<file path="src/rtl/i2c_master_write_sequencer.sv">
// Byte-level I2C write-transaction sequencer sitting in front of the bit engine.
// Runs START, address+W, ACK check, N x (data byte, ACK check), STOP, and feeds
// the engine its serial data from an internal shift register.
//
// Ports:
//   clock, reset            system clock, asynchronous active-high reset
//   start                   request pulse, only honoured in IDLE
//   slave_addr, byte_count  transaction target and payload length, captured on start
//   tx_data/tx_valid/tx_ready  payload byte stream (tx_ready is combinational on state)
//   busy, done, nack_error  transaction status
//   wb_go/wb_command/wb_data/wb_load/wb_finish  bit-engine handshake
//   rb_go/rb_finish/rb_bit  one-bit ACK reader handshake
module i2c_master_write_sequencer #(
    parameter int unsigned LEN_W = 8
) (
    input  logic             clock,
    input  logic             reset,
    input  logic             start,
    input  logic [6:0]       slave_addr,
    input  logic [LEN_W-1:0] byte_count,
    input  logic [7:0]       tx_data,
    input  logic             tx_valid,
    output logic             tx_ready,
    output logic             busy,
    output logic             done,
    output logic             nack_error,
    output logic             wb_go,
    output logic [2:0]       wb_command,
    output logic             wb_data,
    input  logic             wb_load,
    input  logic             wb_finish,
    output logic             rb_go,
    input  logic             rb_finish,
    input  logic             rb_bit
);

    localparam logic [2:0] CMD_START = 3'b001;
    localparam logic [2:0] CMD_DATA  = 3'b011;
    localparam logic [2:0] CMD_STOP  = 3'b100;

    typedef enum logic [3:0] {
        S_IDLE,
        S_START,
        S_ADDR,
        S_ADDR_ACK,
        S_FETCH,
        S_DATA,
        S_DATA_ACK,
        S_STOP,
        S_DONE
    } state_e;

    // Every engine/reader operation has an ISSUE phase (go high) and a RELEASE phase.
    typedef enum logic {
        PH_ISSUE,
        PH_RELEASE
    } phase_e;

    state_e           state_q, state_d;
    phase_e           phase_q, phase_d;
    logic             busy_q, busy_d;
    logic             done_q, done_d;
    logic             nack_error_q, nack_error_d;
    logic             wb_go_q, wb_go_d;
    logic             rb_go_q, rb_go_d;
    logic [2:0]       wb_command_q, wb_command_d;
    logic [7:0]       shreg_q, shreg_d;
    logic [LEN_W-1:0] remaining_q, remaining_d;

    // State and registered outputs
    always_ff @(posedge clock or posedge reset) begin
        if (reset) begin
            state_q      <= S_IDLE;
            phase_q      <= PH_ISSUE;
            busy_q       <= 1'b0;
            done_q       <= 1'b0;
            nack_error_q <= 1'b0;
            wb_go_q      <= 1'b0;
            rb_go_q      <= 1'b0;
            wb_command_q <= 3'b000;
            shreg_q      <= 8'h00;
            remaining_q  <= '0;
        end else begin
            state_q      <= state_d;
            phase_q      <= phase_d;
            busy_q       <= busy_d;
            done_q       <= done_d;
            nack_error_q <= nack_error_d;
            wb_go_q      <= wb_go_d;
            rb_go_q      <= rb_go_d;
            wb_command_q <= wb_command_d;
            shreg_q      <= shreg_d;
            remaining_q  <= remaining_d;
        end
    end

    // Next-state and next-output logic
    always_comb begin
        state_d      = state_q;
        phase_d      = phase_q;
        busy_d       = busy_q;
        done_d       = 1'b0;
        nack_error_d = nack_error_q;
        wb_go_d      = wb_go_q;
        rb_go_d      = rb_go_q;
        wb_command_d = wb_command_q;
        shreg_d      = shreg_q;
        remaining_d  = remaining_q;

        // Engine consumed a bit; only meaningful while a DATA command is active
        if (wb_load && (wb_command_q == CMD_DATA)) begin
            shreg_d = {shreg_q[6:0], 1'b0};
        end

        case (state_q)
            S_IDLE: begin
                if (start) begin
                    state_d      = S_START;
                    phase_d      = PH_ISSUE;
                    busy_d       = 1'b1;
                    nack_error_d = 1'b0;
                    shreg_d      = {slave_addr, 1'b0};
                    remaining_d  = byte_count;
                    wb_go_d      = 1'b1;
                    wb_command_d = CMD_START;
                end
            end

            // Engine operations: hold go until finish, then wait for finish to drop
            S_START, S_ADDR, S_DATA, S_STOP: begin
                if (phase_q == PH_ISSUE) begin
                    if (wb_finish) begin
                        wb_go_d = 1'b0;
                        phase_d = PH_RELEASE;
                    end
                end else if (!wb_finish) begin
                    phase_d = PH_ISSUE;
                    case (state_q)
                        S_START: begin
                            state_d      = S_ADDR;
                            wb_go_d      = 1'b1;
                            wb_command_d = CMD_DATA;
                        end
                        S_ADDR: begin
                            state_d = S_ADDR_ACK;
                            rb_go_d = 1'b1;
                        end
                        S_DATA: begin
                            state_d = S_DATA_ACK;
                            rb_go_d = 1'b1;
                        end
                        default: begin
                            state_d = S_DONE;
                            done_d  = 1'b1;
                            busy_d  = 1'b0;
                        end
                    endcase
                end
            end

            // Reader operations: ACK bit is taken on the first cycle finish is high
            S_ADDR_ACK, S_DATA_ACK: begin
                if (phase_q == PH_ISSUE) begin
                    if (rb_finish) begin
                        rb_go_d = 1'b0;
                        phase_d = PH_RELEASE;
                        if (rb_bit) begin
                            nack_error_d = 1'b1;
                        end
                    end
                end else if (!rb_finish) begin
                    phase_d = PH_ISSUE;
                    if (nack_error_q || (remaining_q == '0)) begin
                        state_d      = S_STOP;
                        wb_go_d      = 1'b1;
                        wb_command_d = CMD_STOP;
                    end else begin
                        state_d = S_FETCH;
                    end
                end
            end

            // Wait for the next payload byte without touching the bus
            S_FETCH: begin
                if (tx_valid) begin
                    shreg_d      = tx_data;
                    remaining_d  = remaining_q - LEN_W'(1);
                    state_d      = S_DATA;
                    phase_d      = PH_ISSUE;
                    wb_go_d      = 1'b1;
                    wb_command_d = CMD_DATA;
                end
            end

            S_DONE: begin
                state_d = S_IDLE;
            end

            default: begin
                state_d = S_IDLE;
            end
        endcase
    end

    assign tx_ready   = (state_q == S_FETCH);
    assign busy       = busy_q;
    assign done       = done_q;
    assign nack_error = nack_error_q;
    assign wb_go      = wb_go_q;
    assign rb_go      = rb_go_q;
    assign wb_command = wb_command_q;
    assign wb_data    = shreg_q[7];

endmodule

</file>
<file path="config.mk">
export PLATFORM = sky130hd
export DESIGN_NAME = i2c_master_write_sequencer
export DESIGN_NICKNAME = d
export VERILOG_FILES = /design/src/rtl/i2c_master_write_sequencer.sv
export SDC_FILE = /design/constraint.sdc
export NUM_CORES = 1
export LEC_CHECK = 0
export CORE_MARGIN = 2
export CORE_UTILIZATION = 61
export DETAILED_ROUTE_END_ITERATION = 16
export DONT_BUFFER_PORTS = 1
export GPL_TIMING_DRIVEN = 0
export PLACE_DENSITY = 0.74
export SKIP_LAST_GASP = 1
export SLEW_MARGIN = 40
export SYNTH_ARGS = -nofsm -noshare
export SYNTH_HDL_FRONTEND = slang
export SYNTH_SLANG_ARGS = --single-unit
</file>
<file path="constraint.sdc">
create_clock -name clock -period 2.3 [get_ports clock]
set_input_delay 0.69 -clock clock [delete_from_list [all_inputs] [get_ports clock]]
set_output_delay 0.69 -clock clock [all_outputs]
set_load 0.01 [all_outputs]
</file>
==> summary.md, run 1 <==
| Metric | Value |
|---|---|
| Post-synth ARST share | 1.00 |
| CP cell instances | buf_6 > or3_4 > or2_4 > inv_8 |
| Setup Total Neg Slack | 0 ns |
| Top FF cell, synth | dfrtp_1 |
| Worst slack at placement | 0.206 ns |
| Sequential Power Share | 0.366 |
| Slew Limit Fails | 0 |
| Vias in the first global route | roughly 1,300 |
| Die area | roughly 0.0032 sq mm |
| Met3 Use GR | 0.0721 |
| CTS buffer count | 5 |
| Max frequency | roughly 450 MHz |
| #FFs+latches synth | 29 |
| DR vias/cell | approximately 6.4 |
| Final min period | 2.23 ns |
| Setup violation total in the final timing report | 0 |
| I/O Buffers | 0 |
| Number of synthesized flops with an enable pin | 0 |
| Worst vdd ir | around 0.00093 V |
| Antenna fix cells | 0 |
| Fin util | 0.704 |
| Total chip power | roughly 2500 uW |
| Site Rows | 18 |
| WL/cell | roughly 17 microns |
| GRT met1 Usage | 0.309 |
| Critical Path End Type | output pin |
| GRT Residual Overflow | 0 |
| Synth cell types | 43 |
| DRC viols | 0 |
| CTS tree | built |
| Worst-path clk slew | 0.10 ns |
| RSZ-0062 raised after global routing | no |
| Proportion of layout cells with a drive suffix above 1 | 0.133 |
| Core area | roughly 0.0025 sq mm |
| Die width | 56.2 microns |
| Antenna Violating Nets Remaining | 0 |
| Max-cap viol count | 0 |
| Required time of the critical path | 1.61 ns |
| HPWL after detailed placement | about 2700 microns |
| Busiest layer in global routing | met2 |
| Hold Buf Count CTS | 0 |
| Worst slew pin tran | between 0.6 and 0.7 ns |
| I/O pin total | between 40 and 50 |
| Synthesized Nets | between 200 and 250 |
| Internal power | 1410 uW |
| Final period util | 0.970 |
| Crit path launch | state_q[3] |
| Startpoint types | flip-flop |
| CP max FO | 5 |
| Fillers | 210 |
| Initial Util | 0.659 |
| CTS Buffer Depth | 2 |
| Hold Crit Class | input port to async pin |
| CTS sink count | 29 |
| Critical-path top delay cell | dfrtp_1 |
| Synth Instances | between 150 and 200 |
| Clock Latency Late Sink | ~0.32 ns |
| Final hold violations | 0 |
| Initial antenna violation count | 0 |
| CP delay by family, top | simple AND/OR/NAND/NOR gates |
| Most common cell after layout, fill and taps aside | dfrtp_1 |
| Power Density | between 1000 and 1500 mW/mm^2 |
| Status | finished, final reports clean |
| Mean Syn Cell Area | around 9.3 sq um |
| CTS H-tree lvls | 2 |
| Sw Pwr | roughly 1100 uW |
| Worst r2r src | remaining_q[0] |
| Worst path max stage delay | about 0.38 ns |
| Synthesis warning total | 0 |
| Net Sw Frac | 0.441 |
| GPL Wtd Cong | between 0.9 and 1 |
| Hold_ws | approximately 0.3 ns |
| Critical path class | flip-flop to output pin |
| CTS root buf | clkbuf_4 |
| Rel. slew slack | 0.562 |
| Mapped Area | ~0.0017 sq mm |
| Combinational power share | 0.515 |
| First-pass DRT Iterations | 5 |
| Total GRT Usage | 0.252 |
| Initial DRC Count | just over 70 |
| Grt met2 use | 0.430 |
| Die Ht | roughly 56 microns |
| Layout area overhead | 6.85% |
| Most frequent cells in the layout | dfrtp_1, o21ai_0, a21oi_1 |
| Post-synthesis sequential area ratio | 0.436 |
| Crit path DAT | about 1.5 ns |
| Via count | around 1,400 |
| Leak | between 0.0007 and 0.0008 uW |
| CP Buf/Inv Count | 2 |
| Final nets | 220 |
| Skew final | between 0.006 and 0.007 ns |
| Final wirelength | about 3700 microns |
| First-pass GRT wire length | roughly 6100 microns |
| Pin count of the biggest net entering global routing | 30 |
| Setup ws final | between 0.06 and 0.07 ns |
| Clk pwr share | 0.119 |
## cell families after synthesis
logic type      after synthesis  share of synthesized area
compound gates               63                      0.238
xor+xnor                      2                     0.0105
mux                          11                     0.0685
buf+inv                      24                     0.0730
simple gates                 47                      0.153
fa+ha+maj                     3                     0.0211
flops                        29                      0.436
## cells in the mapped netlist (all sizes together), types with 2 or more instances
cell type / number / area share
buf: 9 / 0.039
mux2i: 8 / 0.048
a21oi: 15 / 0.045
nor4b: 3 / 0.016
xnor2: 2 / 0.011
nor2: 8 / 0.018
inv: 13 / 0.029
nand2b: 3 / 0.011
a22oi: 9 / 0.041
o21ai: 21 / 0.063
nor2b: 3 / 0.011
a21o: 3 / 0.014
ha: 2 / 0.015
nand2: 7 / 0.016
o22ai: 3 / 0.011
nand3: 6 / 0.018
a211oi: 3 / 0.017
clkbuf: 2 / 0.0045
nand4: 2 / 0.0075
mux2: 3 / 0.020
dfrtp: 29 / 0.44
nor3: 9 / 0.027
a211o: 2 / 0.011
## cell type report
type | instances | area, sq um | share of cell area
Multi-Input combinational cell | 126 | 823 | 0.463
Clock buffer | 5 | 37.5 | 0.0211
Tap cell | 30 | 37.5 | 0.0211
Inverter | 13 | 56.3 | 0.0317
Clock inverter | 3 | 17.5 | 0.00986
Sequential cell | 29 | 726 | 0.408
Buffer | 9 | 56.3 | 0.0317
Timing Repair Buffer | 3 | 22.5 | 0.0127
## power groups by stage
stage | Combinational [uW] | Clock (uW) | Sequential, uW
2_1_floorplan | 1030 | 0 | 885
3_3_place_gp | 1200 | 0 | 919
3_5_place_dp | 1250 | 0 | 934
4_1_cts | 1290 | 308 | 923
5_1_grt | 1440 | 335 | 952
6_report | 1300 | 300 | 921
## worst paths after layout
| kind | to | slack [ns] | depth (start not counted) |
|---|---|---|---|
| min in group clock | shreg_q[0] | 0.49 | 1 |
| min reg2reg | shreg_q[0] | 0.53 | 1 |
| max in group asynchronous | remaining_q[3] | 1.60 | 1 |
| min | state_q[0] | 0.31 | 1 |
| max reg2reg | wb_command[2] | 0.20 | 7 |
| max | tx_ready | 0.07 | 4 |
## repair_timing
action | CTS | global route
setup endpoints to repair | 1 | 1
resized for setup | 3 | 2
pin swaps | 1 | 1
gates cloned | 0 | 0
setup buffers | 3 | 0
## registers in the layout, indices dropped and copies added, names as in the netlist
name,cells
busy,1
done,1
nack_error,1
phase_q,1
rb_go,1
remaining_q,8
shreg_q,8
state_q,4
wb_command,3
wb_go,1
## layer usage
layer	part of all wire	up-vias
li1	-	669
met1	0.41	669
met2	0.53	47
met3	0.053	2
met4	0.0041	0
met5	0	-
## per-stage QoR
step | area (sq um) | cells
3_5_place_dp | 1700 | 209
5_1_grt | 1780 | 218
3_3_place_gp | 1700 | 209
6_report | 1780 | 218
2_1_floorplan | 1660 | 179
4_1_cts | 1780 | 219
Note: power is estimated with default switching activity, not from simulation.
==> inputs of run 2 (changes only) <==
--- a/config.mk
+++ b/config.mk
@@ -6,11 +6,12 @@
 export NUM_CORES = 1
 export LEC_CHECK = 0
 export CORE_MARGIN = 2
-export CORE_UTILIZATION = 61
+export CORE_UTILIZATION = 44
+export CTS_CLUSTER_DIAMETER = 60
 export DETAILED_ROUTE_END_ITERATION = 16
 export DONT_BUFFER_PORTS = 1
 export GPL_TIMING_DRIVEN = 0
-export PLACE_DENSITY = 0.74
+export PLACE_DENSITY = 0.56
 export SKIP_LAST_GASP = 1
 export SLEW_MARGIN = 40
 export SYNTH_ARGS = -nofsm -noshare
==> run 2 against run 1 <==
  * Clock power increased by 82%
  * Fmax down 1.4%
  * Via count increased by 1.0%
  * Die area grew 36%
  * Sequential share of layout area fell by 2.8 points
  * Final area grew 7.3%
  * Register-to-register slack about the same
  * Routed wire length is 5.1% higher
  * Cell count grew 11%
  * Core utilization fell by 18 points
  * Critical endpoint unchanged
  * Highest routed layer unchanged
==> summary.md, run 2 (synthesis results as in run 1) <==
| Metric | Value |
|---|---|
| Status | finished, final reports clean |
| Rel. slew slack | 0.533 (-0.0297) |
| Die width | 65.5 microns (+16%) |
| Initial DRC Count | 64 (-11%) |
| Die Ht | 65.5 microns (+16%) |
| Vias in the first global route | 1,399 (+4.3%) |
| Critical Path End Type | output pin |
| I/O pin total | 41 (unchanged) |
| Area of the multi-input gates | 821 sq um (-0.30%) |
| Fillers | 358 (+70%) |
| WL/cell | 16.0 microns (-5.3%) |
| GPL Wtd Cong | 0.883 (-2.5%) |
| Worst reg-to-reg setup slack | 0.20 ns (about the same) |
| First-pass DRT Iterations | 4 (-1) |
| Die area | 0.00429 sq mm (+36%) |
| Pin count of the biggest net entering global routing | 30 (unchanged) |
| Hold Crit Class | input port to async pin |
| Worst r2r src | state_q[1] |
| Initial Util | 0.458 (-0.202) |
| CTS buffer count | 5 (unchanged) |
| Worst slew pin tran | 0.696 ns (+0.0442 ns) |
| DRC viols | 0 (unchanged) |
| Final nets | 226 (+2.7%) |
| Core area | 0.00363 sq mm (+44%) |
| Final wirelength | 3860 microns (+5.1%) |
| Hold_ws | 0.364 ns (+0.0563 ns) |
| Site Rows | 22 (+4) |
| Most frequent cells in the layout | dfrtp_1, o21ai_0, a21oi_1 |
| Slew Limit Fails | 0 (unchanged) |
| Antenna Violating Nets Remaining | 0 (unchanged) |
| Final min period | 2.26 ns (+0.0327 ns) |
| Required time of the critical path | 1.61 ns (about the same) |
| Total GRT Usage | 0.205 (-0.0470) |
| Antenna fix cells | 0 (unchanged) |
| First-pass GRT wire length | 6550 microns (+7.0%) |
| R2R cell count | 5 (-2) |
| Proportion of layout cells with a drive suffix above 1 | 0.149 (+0.0165) |
| CTS Buffer Depth | 2 (unchanged) |
| CTS sink count | 29 (unchanged) |
| I/O Buffers | 0 (unchanged) |
| Startpoint types | flip-flop |
| Max-cap viol count | 0 (unchanged) |
| RSZ-0062 raised after global routing | yes |
| Worst-path clk slew | 0.06 ns (-0.04 ns) |
| Hold Buf Count CTS | 0 (unchanged) |
| Leak | 0.000851 uW (+7.4%) |
| Most common cell after layout, fill and taps aside | dfrtp_1 |
| Layout area overhead | 14.7% |
| Power Density | 1460 mW/mm^2 (+3.4%) |
| Via count | 1,401 (+1.0%) |
| Final period util | 0.985 (+0.0142) |
| DR vias/cell | 5.79 (-9.0%) |
| Clock Latency Late Sink | 0.28 ns (-0.04 ns) |
| Final Cell Area | 0.00191 sq mm (+7.3%) |
| Register area | 726 sq um (unchanged) |
| Setup violation total in the final timing report | 0 (unchanged) |
| Worst R2R End | wb_command[1] |
| Max frequency | 442 MHz (-1.4%) |
| CTS root buf | clkbuf_8 |
| Worst vdd ir | 0.000557 V (-40%) |
| Skew final | 0.00254 ns (-0.00362 ns) |
| CP max FO | 5 (unchanged) |
| Crit path DAT | 1.57 ns (+0.03 ns) |
| Regs by FF count | remaining_q (8), shreg_q (8), state_q (4) |
| CTS tree | built |
| Initial antenna violation count | 0 (unchanged) |
| Critical path class | flip-flop to output pin |
| GRT Residual Overflow | 0 (unchanged) |
| Post-DP Area | 0.00172 sq mm (+1.3%) |
| HPWL after detailed placement | 2760 microns (+3.9%) |
| Final hold violations | 0 (unchanged) |
| CTS H-tree lvls | 2 (unchanged) |
==> run 2: cell count changes in the layout (fill, tap and decap cells not counted), sizes merged <==
cell and change:
buf +6, clkinv -2, clkbuf +2, bufinv +1, clkinvlp -1
==> run 2: report_power, final <==
group	total, uW	switching [uW]	internal [uW]
Clock	547	195	353
Sequential	921	182	739
Combinational	1320	746	578
Total	2790	1120	1670
==> run 2: worst max-delay path, cell delays in order, from the launching register on <==
cell     delay [ns]
dfrtp_1        0.37
buf_6          0.12
or3_4          0.37
or2_1          0.24
buf_6          0.13
inv_8          0.06
==> run 2: what timing repair did <==
| item | CTS | global route |
|---|---|---|
| setup endpoints to repair | 1 | 2 |
| pin swaps | 0 | 2 |
| setup buffers | 1 | 7 |
| gates resized for setup | 3 | 1 |
==> run 2: per-layer routing <==
layer,track usage,wire length [microns]
met2,0.339,1920
met1,0.242,1700
met5,0,0
met3,0.0651,175
met4,0.0911,65
==> run 2: cell type report <==
class,count,area share
repair buffers,8,0.0315
flip-flops and latches,29,0.381
well taps,48,0.0315
clock buffers,7,0.0453
multi-input cells,126,0.430
clock inverters,1,0.0157
inverters,13,0.0295
plain buffers,10,0.0354
==> run 2: worst max path at each step <==
stage | from | to | cells past startpoint
after global placement | state_q[3] | tx_ready | 6
final | state_q[3] | tx_ready | 5
after CTS | state_q[3] | tx_ready | 5
after detailed placement | state_q[3] | tx_ready | 6
after global routing | state_q[3] | tx_ready | 5
after floorplan | state_q[3] | tx_ready | 6
==> run 2: metrics by stage <==
| stage | util | TNS (ns) | total power, uW | instances | setup WS [ns] |
|---|---|---|---|---|---|
| 2_1_floorplan | - | 0 | 1920 | 179 | 0.269 |
| 3_3_place_gp | 0.474 | 0 | 2160 | 227 | 0.193 |
| 3_5_place_dp | 0.474 | 0 | 2190 | 227 | 0.204 |
| 4_1_cts | 0.510 | 0 | 2780 | 235 | 0.0308 |
| 5_1_grt | 0.525 | -0.0401 | 3050 | 242 | -0.0344 |
| 6_report | 0.525 | 0 | 2790 | 242 | 0.0354 |
==> inputs of run 3 (changes only) <==
--- a/config.mk
+++ b/config.mk
@@ -5,7 +5,6 @@
 export SDC_FILE = /design/constraint.sdc
 export NUM_CORES = 1
 export LEC_CHECK = 0
-export CORE_MARGIN = 2
 export CORE_UTILIZATION = 44
 export CTS_CLUSTER_DIAMETER = 60
 export DETAILED_ROUTE_END_ITERATION = 16
==> run 3 against run 2 <==
  * Worst setup slack improved by 0.0066 ns
  * Sequential cell count stayed put
  * Critical path depth did not move
  * Clock skew grew 0.0017 ns
  * Via count down 0.57%
  * Die area shrank 6.0%
  * Core utilization rose by 0.37 points
  * Highest routed layer unchanged
  * Fmax increased by 0.29%
  * Clock power decreased by 26%
  * Combinational power about the same
==> summary.md, run 3 (synthesis results as in run 1) <==
| Metric | Value |
|---|---|
| First-pass GRT wire length | 6230 microns (-4.9%) |
| Regs by FF count | remaining_q (8), shreg_q (8), state_q (4) |
| WL/cell | 15.9 microns (-0.57%) |
| I/O pin total | 41 (unchanged) |
| Via count | 1,393 (-0.57%) |
| Final min period | 2.26 ns (-0.00663 ns) |
| Die area | 0.00403 sq mm (-6.0%) |
| HPWL after detailed placement | 2660 microns (-3.6%) |
| Initial DRC Count | 133 (+110%) |
| GRT Residual Overflow | 0 (unchanged) |
| Max frequency | 443 MHz (+0.29%) |
| Setup violation total in the final timing report | 0 (unchanged) |
| Worst reg-to-reg setup slack | 0.18 ns (-0.02 ns) |
| Slew Limit Fails | 0 (unchanged) |
| Final Cell Area | 0.00183 sq mm (-3.9%) |
| Post-route insts no fill | 235 (-2.9%) |
| Worst vdd ir | 0.000592 V (+6.3%) |
| Critical Path End Type | output pin |
| First-pass DRT Iterations | 4 (unchanged) |
| Worst path max stage delay | 0.37 ns (about the same) |
| GPL Wtd Cong | 0.916 (+3.7%) |
| Layout area overhead | 10.2% |
| Max-cap viol count | 0 (unchanged) |
| Status | finished, final reports clean |
| CTS buffer count | 5 (unchanged) |
| CP max FO | 5 (unchanged) |
| Vias in the first global route | 1,333 (-4.7%) |
| Fillers | 346 (-3.4%) |
| Site Rows | 21 (-4.5%) |
| Hold Crit Class | input port to async pin |
| RSZ-0062 raised after global routing | no |
| Antenna Violating Nets Remaining | 0 (unchanged) |
| Placed cells | 225 (-0.88%) |
| CP cell instances | buf_6 > or3_4 > or2_1 > buf_6 > inv_8 |
| Worst slew pin tran | 0.743 ns (+0.0471 ns) |
| Final wirelength | 3730 microns (-3.4%) |
| CTS tree | built |
| Setup Total Neg Slack | 0 ns (unchanged) |
| Proportion of layout cells with a drive suffix above 1 | 0.127 (-0.0225) |
| Core area | 0.00347 sq mm (-4.5%) |
| DRC viols | 0 (unchanged) |
| Final hold violations | 0 (unchanged) |
| CP Buf/Inv Count | 3 (unchanged) |
| Die width | 63.5 microns (-3.1%) |
| Final nets | 221 (-2.2%) |
| CTS Buffer Depth | 2 (unchanged) |
| DR vias/cell | 5.93 (+2.4%) |
| Clock Latency Late Sink | 0.28 ns (about the same) |
| Required time of the critical path | 1.61 ns (about the same) |
| Worst r2r src | state_q[1] |
| Hold Buf Count CTS | 0 (unchanged) |
| Initial antenna violation count | 0 (unchanged) |
| Startpoint types | flip-flop |
| Post-DP Area | 0.00172 sq mm (-0.15%) |
| Most frequent cells in the layout | dfrtp_1, o21ai_0, a21oi_1 |
| Power Density | 1440 mW/mm^2 (-1.6%) |
| Most common cell after layout, fill and taps aside | dfrtp_1 |
| Worst R2R End | wb_command[2] |
| Crit path DAT | 1.57 ns (about the same) |
| Most common cell on crit path | buf_6 |
| Rel. slew slack | 0.501 (-0.0317) |
| Final period util | 0.982 (-0.00288) |
| CTS root buf | clkbuf_8 |
| Worst slack at placement | 0.171 ns (-0.0332 ns) |
| Skew final | 0.00421 ns (+0.00167 ns) |
| Setup ws final | 0.0420 ns (+0.00663 ns) |
| R2R cell count | 5 (unchanged) |
| Critical path class | flip-flop to output pin |
| Initial Util | 0.479 (+0.0218) |
| CTS H-tree lvls | 2 (unchanged) |
| Pin count of the biggest net entering global routing | 30 (unchanged) |
| Fin util | 0.528 (+0.00371) |
| Antenna fix cells | 0 (unchanged) |
| Leak | 0.000812 uW (-4.7%) |
| Worst-path clk slew | 0.06 ns (about the same) |
| Total GRT Usage | 0.204 (-0.000435) |
| Critical-path top delay cell | dfrtp_1 |
| I/O Buffers | 0 (unchanged) |
| CP delay by family, top | simple AND/OR/NAND/NOR gates |
| Die Ht | 63.5 microns (-3.1%) |
| CTS sink count | 29 (unchanged) |
run 3: cell count changes in the layout (fill, tap and decap cells not counted):
cell,delta
bufinv_16,-1
clkbuf_8,-1
clkinv_2,+2
buf_4,-5
run 3: worst max path at each step:
stage / from / cells after the start / end / slack, ns
3_3_place_gp: state_q[3] / 6 / tx_ready / 0.18
5_1_grt: state_q[3] / 5 / tx_ready / 0.002
3_5_place_dp: state_q[3] / 6 / tx_ready / 0.17
2_1_floorplan: state_q[3] / 6 / tx_ready / 0.27
4_1_cts: state_q[3] / 5 / tx_ready / 0.02
6_report: state_q[3] / 5 / tx_ready / 0.04
run 3: timing repair:
action | 4_1_cts | 5_1_grt
resized for setup | 3 | 1
cloned | 0 | 0
setup endpoints to repair | 1 | 1
buffers inserted | 2 | 1
pin swaps | 1 | 1
endpoints found under the hold margin | 0 | 0
run 3: metrics by stage:
| step | hold WS, ns | total power (uW) |
|---|---|---|
| 2_1_floorplan | 0.479 | 1920 |
| 3_3_place_gp | 0.504 | 2170 |
| 3_5_place_dp | 0.518 | 2190 |
| 4_1_cts | 0.376 | 2650 |
| 5_1_grt | 0.408 | 2880 |
| 6_report | 0.365 | 2640 |
run 3: power by group:
group | switching (uW) | internal [uW]
logic | 751 | 563
registers | 185 | 739
clock network | 195 | 209
run 3: layer usage:
| layer | global-route usage | routed length [microns] | vias to the layer above |
|---|---|---|---|
| met1 | 0.283 | 1800 | 667 |
| met4 | 0.0597 | 43 | 0 |
| li1 | - | - | 676 |
| met5 | 0 | 0 | - |
| met3 | 0.0797 | 259 | 6 |
| met2 | 0.293 | 1630 | 44 |
run 3: layout make-up:
cell class                 instances  area [sq um]  area share
inverter                          13          56.3      0.0307
tap                               46          57.6      0.0314
clock buffer                       6          72.6      0.0396
timing repair buffer               3          22.5      0.0123
clock inverter                     2          10.0     0.00546
buffer                            10          67.6      0.0369
multi-input combinational        126           821       0.448
sequential                        29           726       0.396
